File: config.mk
export PLATFORM = sky130hd
export DESIGN_NAME = ddr3_port_arbiter
export DESIGN_NICKNAME = d
export VERILOG_FILES = /design/src/rtl/ddr3_arb_pkg.sv /design/src/rtl/ddr3_rd_tag_fifo.sv /design/src/rtl/ddr3_port_arbiter.sv
export SDC_FILE = /design/constraint.sdc
export NUM_CORES = 1
export LEC_CHECK = 0
export CAP_MARGIN = 10
export CORE_AREA = 2 2 435 437
export CTS_BUF_LIST = sky130_fd_sc_hd__clkbuf_2
export DETAILED_ROUTE_END_ITERATION = 12
export DIE_AREA = 0 0 437 439
export PLACE_DENSITY_LB_ADDON = 0.15
export SYNTH_ARGS = -nofsm -noshare
export SYNTH_HDL_FRONTEND = slang
export SYNTH_HIERARCHICAL = 1
export SYNTH_SLANG_ARGS = --single-unit
File: constraint.sdc
create_clock -name ui_clk -period 5.76 [get_ports ui_clk]
set_input_delay 1.44 -clock ui_clk [delete_from_list [all_inputs] [get_ports ui_clk]]
set_output_delay 1.44 -clock ui_clk [all_outputs]
set_load 0.02 [all_outputs]
File: src/rtl/ddr3_arb_pkg.sv
// ddr3_arb_pkg
//   Shared definitions for the DDR3 port arbiter: FSM state codes, MIG
//   command codes, per-beat address step and the read-tag entry layout.
//   No ports.
package ddr3_arb_pkg;

  localparam logic [1:0] ST_IDLE  = 2'd0;
  localparam logic [1:0] ST_ARB   = 2'd1;
  localparam logic [1:0] ST_WRITE = 2'd2;
  localparam logic [1:0] ST_READ  = 2'd3;

  localparam logic [2:0] CMD_WR = 3'd0;
  localparam logic [2:0] CMD_RD = 3'd1;

  // One MIG user beat covers 8 DRAM column addresses (BL8).
  localparam int BEAT_STEP = 8;

  // Tag fields are sized for the largest supported configuration
  // (NPORT <= 8, LEN_W <= 16).
  localparam int TAG_PORT_W = 3;
  localparam int TAG_LEN_W  = 16;

  typedef struct packed {
    logic [TAG_PORT_W-1:0] port;
    logic [TAG_LEN_W-1:0]  remaining;
  } tag_entry_t;

endpackage

File: src/rtl/ddr3_rd_tag_fifo.sv
// ddr3_rd_tag_fifo
//   In-order FIFO of outstanding read bursts. Each entry holds the
//   originating port and the number of read beats still to come back.
//   A read-return beat decrements the head; the head is popped on its
//   last beat. Push and beat in the same cycle are both honoured.
// Ports:
//   ui_clk, ui_clk_sync_rst   clock, async active-high reset
//   push, push_entry          enqueue a new read burst (ignored when full)
//   beat                      one read-return beat (ignored when empty)
//   head_port                 port id of the head entry
//   full, empty               occupancy flags
module ddr3_rd_tag_fifo
  import ddr3_arb_pkg::*;
#(
  parameter int DEPTH = 8
) (
  input  logic                  ui_clk,
  input  logic                  ui_clk_sync_rst,
  input  logic                  push,
  input  tag_entry_t            push_entry,
  input  logic                  beat,
  output logic [TAG_PORT_W-1:0] head_port,
  output logic                  full,
  output logic                  empty
);

  localparam int AW = $clog2(DEPTH);

  tag_entry_t mem [DEPTH];
  tag_entry_t head;
  logic [AW:0] wr_ptr;
  logic [AW:0] rd_ptr;
  logic        do_push;
  logic        do_beat;
  logic        do_pop;

  assign empty     = (wr_ptr == rd_ptr);
  assign full      = (wr_ptr[AW] != rd_ptr[AW]) && (wr_ptr[AW-1:0] == rd_ptr[AW-1:0]);
  assign head      = mem[rd_ptr[AW-1:0]];
  assign head_port = head.port;

  assign do_push = push && !full;
  assign do_beat = beat && !empty;
  assign do_pop  = do_beat && (head.remaining == TAG_LEN_W'(1));

  always_ff @(posedge ui_clk or posedge ui_clk_sync_rst) begin
    if (ui_clk_sync_rst) begin
      wr_ptr <= '0;
      rd_ptr <= '0;
    end else begin
      if (do_push) wr_ptr <= wr_ptr + 1'b1;
      if (do_pop)  rd_ptr <= rd_ptr + 1'b1;
    end
  end

  // Storage carries no reset; validity is tracked by the pointers.
  // The push slot never aliases the head while the FIFO is non-empty.
  always_ff @(posedge ui_clk) begin
    if (do_push) mem[wr_ptr[AW-1:0]] <= push_entry;
    if (do_beat && !do_pop) mem[rd_ptr[AW-1:0]].remaining <= head.remaining - 1'b1;
  end

endmodule

File: src/rtl/ddr3_port_arbiter.sv
// ddr3_port_arbiter
//   Shares one MIG user interface between NPORT burst requesters.
//   Round-robin grant, MIG command / write-data sequencing, and in-order
//   routing of read-return beats back to the requesting port.
// Ports:
//   ui_clk, ui_clk_sync_rst       clock, async active-high reset
//   init_calib_complete           MIG calibration done
//   req/req_rd/req_addr/req_len   per-port burst request (flattened)
//   wr_data                       per-port write FIFO show-ahead data
//   grant/done/wr_pop/rd_valid    per-port one-hot strobes
//   rd_data                       read data passthrough
//   busy                          high while a burst is being issued
//   app_*                         MIG user interface
//
// state    | meaning
// ---------+--------------------------------------------------------
// ST_IDLE  | waiting for MIG calibration
// ST_ARB   | round-robin scan; grant and latch the winning burst
// ST_WRITE | issuing write command + data beats for the active port
// ST_READ  | issuing read command beats for the active port
module ddr3_port_arbiter
  import ddr3_arb_pkg::*;
#(
  parameter int NPORT     = 4,
  parameter int ADDR_W    = 28,
  parameter int DATA_W    = 128,
  parameter int LEN_W     = 8,
  parameter int TAG_DEPTH = 8
) (
  input  logic                    ui_clk,
  input  logic                    ui_clk_sync_rst,
  input  logic                    init_calib_complete,
  input  logic [NPORT-1:0]        req,
  input  logic [NPORT-1:0]        req_rd,
  input  logic [NPORT*ADDR_W-1:0] req_addr,
  input  logic [NPORT*LEN_W-1:0]  req_len,
  input  logic [NPORT*DATA_W-1:0] wr_data,
  output logic [NPORT-1:0]        grant,
  output logic [NPORT-1:0]        done,
  output logic [NPORT-1:0]        wr_pop,
  output logic [NPORT-1:0]        rd_valid,
  output logic [DATA_W-1:0]       rd_data,
  output logic                    busy,
  input  logic                    app_rdy,
  input  logic                    app_wdf_rdy,
  input  logic                    app_rd_data_valid,
  input  logic [DATA_W-1:0]       app_rd_data,
  output logic                    app_en,
  output logic                    app_wdf_wren,
  output logic                    app_wdf_end,
  output logic [2:0]              app_cmd,
  output logic [ADDR_W-1:0]       app_addr,
  output logic [DATA_W-1:0]       app_wdf_data
);

  localparam int PW = $clog2(NPORT);

  logic [1:0]        state;
  logic [PW-1:0]     ptr;
  logic [PW-1:0]     act_port;
  logic [ADDR_W-1:0] act_addr;
  logic [LEN_W-1:0]  act_len;
  logic [LEN_W-1:0]  bc;
  logic              rd_err;

  logic              win_found;
  logic [PW-1:0]     win;
  logic [PW-1:0]     scan_idx;
  logic [LEN_W-1:0]  win_len;
  logic [ADDR_W-1:0] win_addr;
  logic              win_rd;
  logic              arb_take;
  logic              wr_accept;
  logic              rd_accept;
  logic              beat_acc;
  logic              last_beat;

  logic                  tag_push;
  tag_entry_t            tag_entry;
  logic [TAG_PORT_W-1:0] tag_head_port;
  logic                  tag_full;
  logic                  tag_empty;

  // First eligible port at or after ptr. A read needs a free tag slot,
  // so a full tag FIFO lets writes from other ports through.
  always_comb begin
    win_found = 1'b0;
    win       = '0;
    scan_idx  = '0;
    for (int i = 0; i < NPORT; i++) begin
      scan_idx = PW'((int'(ptr) + i) % NPORT);
      if (!win_found && req[scan_idx] && (!req_rd[scan_idx] || !tag_full)) begin
        win_found = 1'b1;
        win       = scan_idx;
      end
    end
  end

  assign win_len  = req_len[int'(win)*LEN_W +: LEN_W];
  assign win_addr = req_addr[int'(win)*ADDR_W +: ADDR_W];
  assign win_rd   = req_rd[win];
  assign arb_take = (state == ST_ARB) && win_found;

  assign wr_accept = (state == ST_WRITE) && app_rdy && app_wdf_rdy;
  assign rd_accept = (state == ST_READ) && app_rdy;
  assign beat_acc  = wr_accept || rd_accept;
  assign last_beat = (bc == act_len - 1'b1);

  assign tag_push  = arb_take && win_rd && (win_len != '0);
  assign tag_entry = '{port: TAG_PORT_W'(win), remaining: TAG_LEN_W'(win_len)};

  ddr3_rd_tag_fifo #(
    .DEPTH (TAG_DEPTH)
  ) u_tag_fifo (
    .ui_clk          (ui_clk),
    .ui_clk_sync_rst (ui_clk_sync_rst),
    .push            (tag_push),
    .push_entry      (tag_entry),
    .beat            (app_rd_data_valid),
    .head_port       (tag_head_port),
    .full            (tag_full),
    .empty           (tag_empty)
  );

  always_comb begin
    grant        = '0;
    done         = '0;
    wr_pop       = '0;
    rd_valid     = '0;
    app_en       = beat_acc;
    app_wdf_wren = wr_accept;
    app_wdf_end  = wr_accept;
    app_cmd      = CMD_WR;
    app_addr     = '0;
    app_wdf_data = '0;
    busy         = (state == ST_WRITE) || (state == ST_READ);
    if (arb_take) begin
      grant = NPORT'(1) << win;
      if (win_len == '0) done = NPORT'(1) << win;
    end
    if (beat_acc && last_beat) done = NPORT'(1) << act_port;
    if (wr_accept) wr_pop = NPORT'(1) << act_port;
    if (state == ST_READ) app_cmd = CMD_RD;
    if (busy) app_addr = act_addr + ADDR_W'(BEAT_STEP) * ADDR_W'(bc);
    if (state == ST_WRITE) app_wdf_data = wr_data[int'(act_port)*DATA_W +: DATA_W];
    // Beats arriving with no outstanding read are dropped.
    if (app_rd_data_valid && !tag_empty) rd_valid = NPORT'(1) << tag_head_port;
  end

  assign rd_data = app_rd_data;

  always_ff @(posedge ui_clk or posedge ui_clk_sync_rst) begin
    if (ui_clk_sync_rst) begin
      state    <= ST_IDLE;
      ptr      <= '0;
      act_port <= '0;
      act_addr <= '0;
      act_len  <= '0;
      bc       <= '0;
      rd_err   <= 1'b0;
    end else begin
      if (app_rd_data_valid && tag_empty) rd_err <= 1'b1;
      case (state)
        ST_IDLE: begin
          if (init_calib_complete) state <= ST_ARB;
        end
        ST_ARB: begin
          if (arb_take) begin
            ptr      <= (win == PW'(NPORT - 1)) ? '0 : win + 1'b1;
            act_port <= win;
            act_addr <= win_addr;
            act_len  <= win_len;
            bc       <= '0;
            if (win_len != '0) state <= win_rd ? ST_READ : ST_WRITE;
          end
        end
        default: begin
          if (beat_acc) begin
            bc <= bc + 1'b1;
            if (last_beat) state <= ST_ARB;
          end
        end
      endcase
    end
  end

endmodule

Yosys cells after proc, flatten, opt, wreduce, memory -nomap -nowiden
Memories as Yosys holds them, arrays and structs flattened.
Cells that the tools add are included.
{ "word_totals": {"regBits": 58, "mem_bits_rw": 144, "in_bits": 798, "out_inout_bits": 307, "elab_cells": 138, "n_memories": 1} }
{ "memory_table": {"columns": ["name", "depth", "width", "read_ports", "rd_ports_with_merged_regs", "write_ports", "line_no", "rtl"], "rows": [
  ["u_tag_fifo.mem", 8, 18, 1, 0, 2, "ddr3_rd_tag_fifo.sv:29", "tag_entry_t mem [DEPTH];"]
]} }
{ "op_classes": {"add_sub_neg": 10, "multipliers": 1, "magnitude_cmp": 5, "n_eq_ne": 12, "shifts": 6, "muxes": 50, "n_bitwise": 1, "n_reduce_logical": 44} }
{ "op_table": {"columns": ["operator", "count"], "rows": [
  ["512-bit by 10-bit indexed part select with 128-bit output", 1],
  ["128-bit two-way mux", 1],
  ["112-bit by 8-bit indexed part select with 28-bit output", 1],
  ["32-bit by 6-bit indexed part select with 8-bit output", 1],
  ["28-bit by 11-bit adder with 28-bit output", 1],
  ["28-bit two-way mux", 1],
  ["4-bit two-way mux", 6],
  ["2-bit two-way mux", 10],
  ["1-bit logical AND", 19],
  ["1-bit two-way mux", 19],
  ["1-bit binary-select mux with 2-bit select", 9],
  ["16-bit by 1-bit == test with 1-bit output, second input constant", 1],
  ["8-bit two-way mux", 2],
  ["8-bit one-hot mux with 2 select lines", 1],
  ["16-bit by 1-bit subtractor with 16-bit output, second input constant", 1],
  ["2-bit by 3-bit < comparator with 1-bit output, second input constant", 5],
  ["1-bit zero test", 10],
  ["4-bit by 1-bit adder with 4-bit output, second input constant", 2],
  ["8-bit by 1-bit adder with 8-bit output, second input constant", 1],
  ["8-bit == test", 1],
  ["8-bit zero test", 1],
  ["8-bit nonzero test", 1],
  ["1-bit by 2-bit left shift with 4-bit output, first input constant", 2],
  ["8-bit by 1-bit subtractor with 8-bit output, second input constant", 1],
  ["other kinds (20)", 31]
]} }

Logic depth before layout (Yosys ltp)
{ "depth": {"word_depth": 25, "depth_mapped": 23} }

Modules after synthesis
The synthesis kept the hierarchy.
{ "by_module_without_submodules": {"columns": ["mod", "instances", "cells_per_inst", "area_per_inst_um2"], "rows": [
  ["ddr3_port_arbiter", 1, 1026, 9307.7],
  ["ddr3_rd_tag_fifo", 1, 640, 8286.7]
]} }

Worst setup path after synthesis
OpenSTA, ideal clock, no wires.
{ "synth_path": {"path_kind": "in2reg", "startpoint": "in req[3]", "endpoint": "mem u_tag_fifo/mem[1][0] in the netlist's numbering, enable pin", "setup_time_ns": 0.375, "arrival_time_ns": 4.986, "required_time_ns": 5.385, "setup_slack_ns": 0.399, "stages": 16, "cell_sequence": "a21bo_2 a32oi_2 o211ai_2 inv_2 buf_6 buf_2 buf_1 nand2_1 nand3_1 o21ai_0 nor3_1 and2_1 nand2_1 nor3_1 clkbuf_1 nand2b_1"} }
{ "synth_rtl": {"columns": ["item", "line_no", "rtl"], "rows": [
  ["start: declaration", "ddr3_port_arbiter.sv:33", "input logic [NPORT-1:0] req,"],
  ["end: declaration", "ddr3_rd_tag_fifo.sv:29", null]
]} }

Worst setup path after layout
{ "layout_path": {"startpoint": "reg u_tag_fifo.wr_ptr[2]", "endpoint": "out done[2]"} }
{ "layout_between": {"elab_chain_cells": 23, "elab_cells_between_ends": 32, "cone_classes": "eq/ne (1); shift (2); mux (11); reduce/logical (18)"} }
{ "layout_rtl": {"columns": ["item", "line_no", "rtl"], "rows": [
  ["start: declaration", "ddr3_rd_tag_fifo.sv:31", "logic [AW:0] wr_ptr;"],
  ["start signal: assignment", "ddr3_rd_tag_fifo.sv:51", "if (do_push) wr_ptr <= wr_ptr + 1'b1;"],
  ["3-bit == test (*)", "ddr3_rd_tag_fifo.sv:38", "assign full = (wr_ptr[AW] != rd_ptr[AW]) && (wr_ptr[AW-1:0] == rd_ptr[AW-1:0]);"],
  ["1-bit logical AND (*)", "ddr3_rd_tag_fifo.sv:38", null],
  ["via tag_full", "ddr3_port_arbiter.sv:81", "logic tag_full;"],
  ["1-bit zero test (*)", "ddr3_port_arbiter.sv:92", "if (!win_found && req[scan_idx] && (!req_rd[scan_idx] || !tag_full)) begin"],
  ["1-bit logical OR", "ddr3_port_arbiter.sv:92", null],
  ["1-bit logical AND", "ddr3_port_arbiter.sv:92", null],
  ["1-bit two-way mux", "ddr3_port_arbiter.sv:92", null],
  ["1-bit zero test", "ddr3_port_arbiter.sv:92", null],
  ["(+7 left out)", null, null],
  ["1-bit zero test", "ddr3_port_arbiter.sv:92", null],
  ["1-bit logical AND (2 in series)", "ddr3_port_arbiter.sv:92", null],
  ["2-bit two-way mux", "ddr3_port_arbiter.sv:92", null],
  ["32-bit by 6-bit indexed part select with 8-bit output", "ddr3_port_arbiter.sv:99", "assign win_len = req_len[int'(win)*LEN_W +: LEN_W];"],
  ["8-bit zero test", "ddr3_port_arbiter.sv:139", "if (win_len == '0) done = NPORT'(1) << win;"],
  ["4-bit two-way mux", "ddr3_port_arbiter.sv:139", null],
  ["4-bit two-way mux (*)", "ddr3_port_arbiter.sv:137", "if (arb_take) begin"],
  ["4-bit two-way mux (*)", "ddr3_port_arbiter.sv:141", "if (beat_acc && last_beat) done = NPORT'(1) << act_port;"],
  ["end: declaration", "ddr3_port_arbiter.sv:39", "output logic [NPORT-1:0] done,"]
]} }
Mark *: on every way through the listed nets, which the timed path passes. The rest lies on a longest branch.

==> impl_summary.log <==
[metrics] post-synthesis sequential area ratio: 34.2%
[metrics] f_max: 175 MHz
[metrics] start point of the worst min-delay path: act_addr[2]
[metrics] Final min period: 5.70 ns
[metrics] clock tree buffer depth: 3
[metrics] Worst-Skew Late Latency: 1.08 ns
[metrics] final setup violation count: 0
[metrics] switching power share of the total: 35.4%
[metrics] post-route DRC violation count: 0
[metrics] synthesized area per cell: 10.6 um^2
[metrics] antenna violations before repair: 230
[metrics] number of flops mapped to enable cells by yosys: 152
[metrics] cell with the most instances after synthesis: sky130_fd_sc_hd__nand2_1
[metrics] CTS tree: built
[metrics] worst clock skew: 0.0971 ns
[metrics] CP Capture Type: output pin
[metrics] Post-synth ARST share: 27.6%
[metrics] CTS H-tree lvls: 3
[metrics] result of the run: finished clean
[metrics] via count: 19.0k
[metrics] number of max-slew violations in the final report: 0
[metrics] # port buffers: 846
[metrics] delay contributed by the slowest stage of the critical path: 0.44 ns
[metrics] critical path launch point type: flop
[metrics] number of buffers inserted for hold repair after clock tree synthesis: 0
[metrics] Crit path arrival time: 4.26 ns
[metrics] Slew Limit Headroom: 24.3%
[metrics] #FFs+latches synth: 210
[metrics] Clock Sinks: 210
[metrics] combinational share of power: 31.9%
[metrics] fraction of synthesized cell area in xor and xnor cells: 3.12%
[metrics] Nets: 3260
[metrics] Die H: 439 um
[metrics] post-DR vias/cell: 3.75
[metrics] power density over cell area: 151 nW/um^2
[metrics] Clk pwr share: 30.4%
[metrics] number of global-route vias before repair: 18.5k
[metrics] cell count after placement: 4849
[metrics] static leakage: 10.7 nW
[metrics] clock root cell: sky130_fd_sc_hd__clkbuf_2
[metrics] Setup WS post-layout: 0.0577 ns
[metrics] post-synthesis simple-gate area fraction: 16.8%
[metrics] post-route fraction of the period consumed by the critical path: 99.0%
[metrics] first-pass GRT wire length: 225000 um
[metrics] area of the die: 192000 um^2
[metrics] worst setup timing slack at the placement stage: 0.00827 ns
[metrics] Slowest-stage cell, CP: sky130_fd_sc_hd__dfrtp_2
[metrics] Finished Layout Cells: 5070
[metrics] placed wire-length estimate after detailed placement: 160000 um
[metrics] total CTS buffers: 72
[metrics] maximum VDD drop: 0.102 mV
[metrics] most frequent cells after synthesis: sky130_fd_sc_hd__nand2_1, sky130_fd_sc_hd__edfxtp_1, sky130_fd_sc_hd__and2_1, sky130_fd_sc_hd__mux4_2, sky130_fd_sc_hd__buf_4
[metrics] Power Total: 4.54 mW
[metrics] top cell type's share of synthesized area: 25.9%
[metrics] launch instance of the worst register-to-register path: u_tag_fifo/wr_ptr[2]
[metrics] num rows: 159
[metrics] max-capacitance violation count: 0
[metrics] total standard cell area after synthesis: 17600 um^2
[metrics] internal power contribution: 2.93 mW
[metrics] Data required, critical path: 4.32 ns
[metrics] relative contribution of sequential cells to total power: 37.6%
[metrics] path type of the worst setup path: flop to output pin
[metrics] clock transition at the register clock pins on the worst setup and hold paths after CTS: 0.09 ns
[metrics] routed wirelength normalized by instance count: 36.4 um
[metrics] post-synthesis share of cell area spent on full adders, half adders and majority gates: 1.39%
[metrics] largest delay contributor family on the critical path: compound AO/OA/AOI/OAI gates
[metrics] distinct cell type count of the synthesized netlist: 88
[metrics] number of iterations in the first detailed-routing pass: 5
[metrics] dominant register cell in the synthesized netlist: sky130_fd_sc_hd__edfxtp_1
[metrics] synthesized netlist cell count: 1666
[metrics] synthesis-to-finish area growth: 70.8%
[metrics] final core utilization: 16.1%
[metrics] layout cell share with drive strength beyond 1: 19.3%
[metrics] worst-path fanout max: 7
[metrics] multiplexer share of the synthesized area: 20.8%
[metrics] worst path buffer plus inverter count: 6
[metrics] Final Hold Viols: 0
[metrics] combinational family with the most area after synthesis: multiplexers
[metrics] combined global-route utilization of all metal layers: 18.5%
[metrics] global route overflow: 0
[metrics] library cell with the largest summed area after synthesis: sky130_fd_sc_hd__edfxtp_1
[metrics] Starting DRT DRC Count: 1894
[metrics] total wire length after detailed routing: 184000 um
[metrics] cell mode on critical path: sky130_fd_sc_hd__buf_4
[metrics] starting utilization of the core area: 9.41%
[metrics] Worst Setup SP: u_tag_fifo/wr_ptr[2]
[metrics] Ports: 1105
[metrics] Cell Chain, Critical Path: xor2_2, nor3_4, nand2b_4, inv_8, a21boi_4, a2bb2oi_4, o211ai_4, clkinv_4, buf_4, buf_4, o221ai_1, o311ai_2, nand4_1, nor2_2, buf_6, a22o_1, buf_12
[metrics] Net Sw Power: 1.61 mW
[metrics] pin count of the biggest net entering global routing: 129
[metrics] synthesized-area fraction occupied by ao, oa, aoi and oai cells: 13.6%
[metrics] path type of the worst min-delay path: flop to flop
[metrics] Die Width: 437 um
[metrics] Routability Congestion: 1.07
[metrics] floorplan core area: 187000 um^2
[metrics] cell types with the largest area share after synthesis: sky130_fd_sc_hd__edfxtp_1, sky130_fd_sc_hd__mux4_2, sky130_fd_sc_hd__dfrtp_1, sky130_fd_sc_hd__buf_4, sky130_fd_sc_hd__and2_1
[metrics] number of synthesis warnings: 6
[metrics] RSZ-0062 raised after global routing: true
[metrics] slew at the pin closest to its max-slew limit: 1.13 ns
[metrics] antenna-violating nets left: 0
through the flow:
| stage | hold WS [ns] | instance area, um^2 | setup TNS (ns) |
|---|---|---|---|
| 2_1_floorplan | 0.442 | 17700 | 0 |
| 3_3_place_gp | 0.457 | 28800 | -0.0263 |
| 3_5_place_dp | 0.462 | 28800 | 0 |
| 4_1_cts | 0.484 | 29700 | -0.526 |
| 5_1_grt | 0.515 | 29900 | -0.716 |
| 6_report | 0.480 | 30100 | 0 |
layout by cell type (no fill, tap or decap), types with 11 or more instances in the layout:
cell	instances
sky130_fd_sc_hd__clkdlybuf4s50_1	805
sky130_fd_sc_hd__nand2_1	206
sky130_fd_sc_hd__edfxtp_1	152
sky130_fd_sc_hd__and2_1	150
sky130_fd_sc_hd__mux4_2	143
sky130_fd_sc_hd__clkbuf_2	108
sky130_fd_sc_hd__a22o_1	91
sky130_fd_sc_hd__buf_4	91
sky130_fd_sc_hd__diode_2	80
sky130_fd_sc_hd__nor2_1	52
sky130_fd_sc_hd__dfrtp_1	49
sky130_fd_sc_hd__o21ai_0	42
sky130_fd_sc_hd__xnor2_1	41
sky130_fd_sc_hd__and3_1	40
sky130_fd_sc_hd__buf_12	39
sky130_fd_sc_hd__inv_1	37
sky130_fd_sc_hd__a21o_1	32
sky130_fd_sc_hd__a311oi_1	28
sky130_fd_sc_hd__mux2i_1	26
sky130_fd_sc_hd__nand3_1	25
sky130_fd_sc_hd__o21ai_1	23
sky130_fd_sc_hd__nor3_1	18
sky130_fd_sc_hd__ha_1	18
sky130_fd_sc_hd__conb_1	18
sky130_fd_sc_hd__xor2_1	15
sky130_fd_sc_hd__a21oi_1	13
sky130_fd_sc_hd__clkinv_1	13
sky130_fd_sc_hd__nor2b_1	12
sky130_fd_sc_hd__nand4_1	12
sky130_fd_sc_hd__dlygate4sd2_1	11
flip-flops by register name, summed over array words and instances, names as in the netlist:
register,count
u_tag_fifo/rd_ptr,4
state,2
act_addr,28
act_port,2
u_tag_fifo/wr_ptr,4
bc,8
act_len,8
u_tag_fifo/mem,152
ptr,2
power by group through the flow:
stage / clock network [mW] / logic, mW / registers, mW
after floorplan: 0 / 0.579 / 1.69
after detailed placement: 0 / 1.41 / 1.74
after CTS: 1.47 / 1.44 / 1.71
after global routing: 1.53 / 1.50 / 1.71
final: 1.38 / 1.45 / 1.71
after global placement: 0 / 1.42 / 1.74
path summary, 6_finish.rpt:
check | end | slack [ns] | cells past startpoint
hold / removal | act_addr[2] | 0.48 | 1
setup / recovery | done[2] | 0.06 | 17
min in group asynchronous | u_tag_fifo/rd_ptr[0] | 0.69 | 2
setup reg to reg | u_tag_fifo/mem[0][0] | 0.95 | 22
hold reg to reg | act_addr[2] | 0.48 | 1
max in group asynchronous | act_addr[15] | 4.04 | 3
repair_timing:
action / CTS / global route
buffers inserted: 8 / 6
resized for setup: 52 / 24
cloned: 1 / 0
pin swaps: 14 / 8
setup endpoints to repair: 29 / 12
final cells by class:
class,count,area [um^2]
fillers,21045,157000
multi-input cells,1162,10200
repair buffers,953,9700
flip-flops and latches,210,6030
well taps,2495,3120
clock buffers,108,541
diodes,80,200
inverters,43,174
clock inverters,18,104
repair inverters,1,6.26
metal layers:
metal / vias up / global-route usage (%) / share of wire, %
li1: 7811 / - / -
met5: - / 0 / 0.43
met4: 92 / 4.48 / 2.7
met2: 1227 / 30.2 / 46
met1: 9518 / 21.7 / 39
met3: 380 / 8.95 / 11
logic make-up after synthesis:
family	Yosys count
xor+xnor	61
flops	210
fa+ha+maj	19
other cells	1
compound gates	313
mux	181
simple gates	570
buf+inv	311
(Power assumes the default switching activity.)
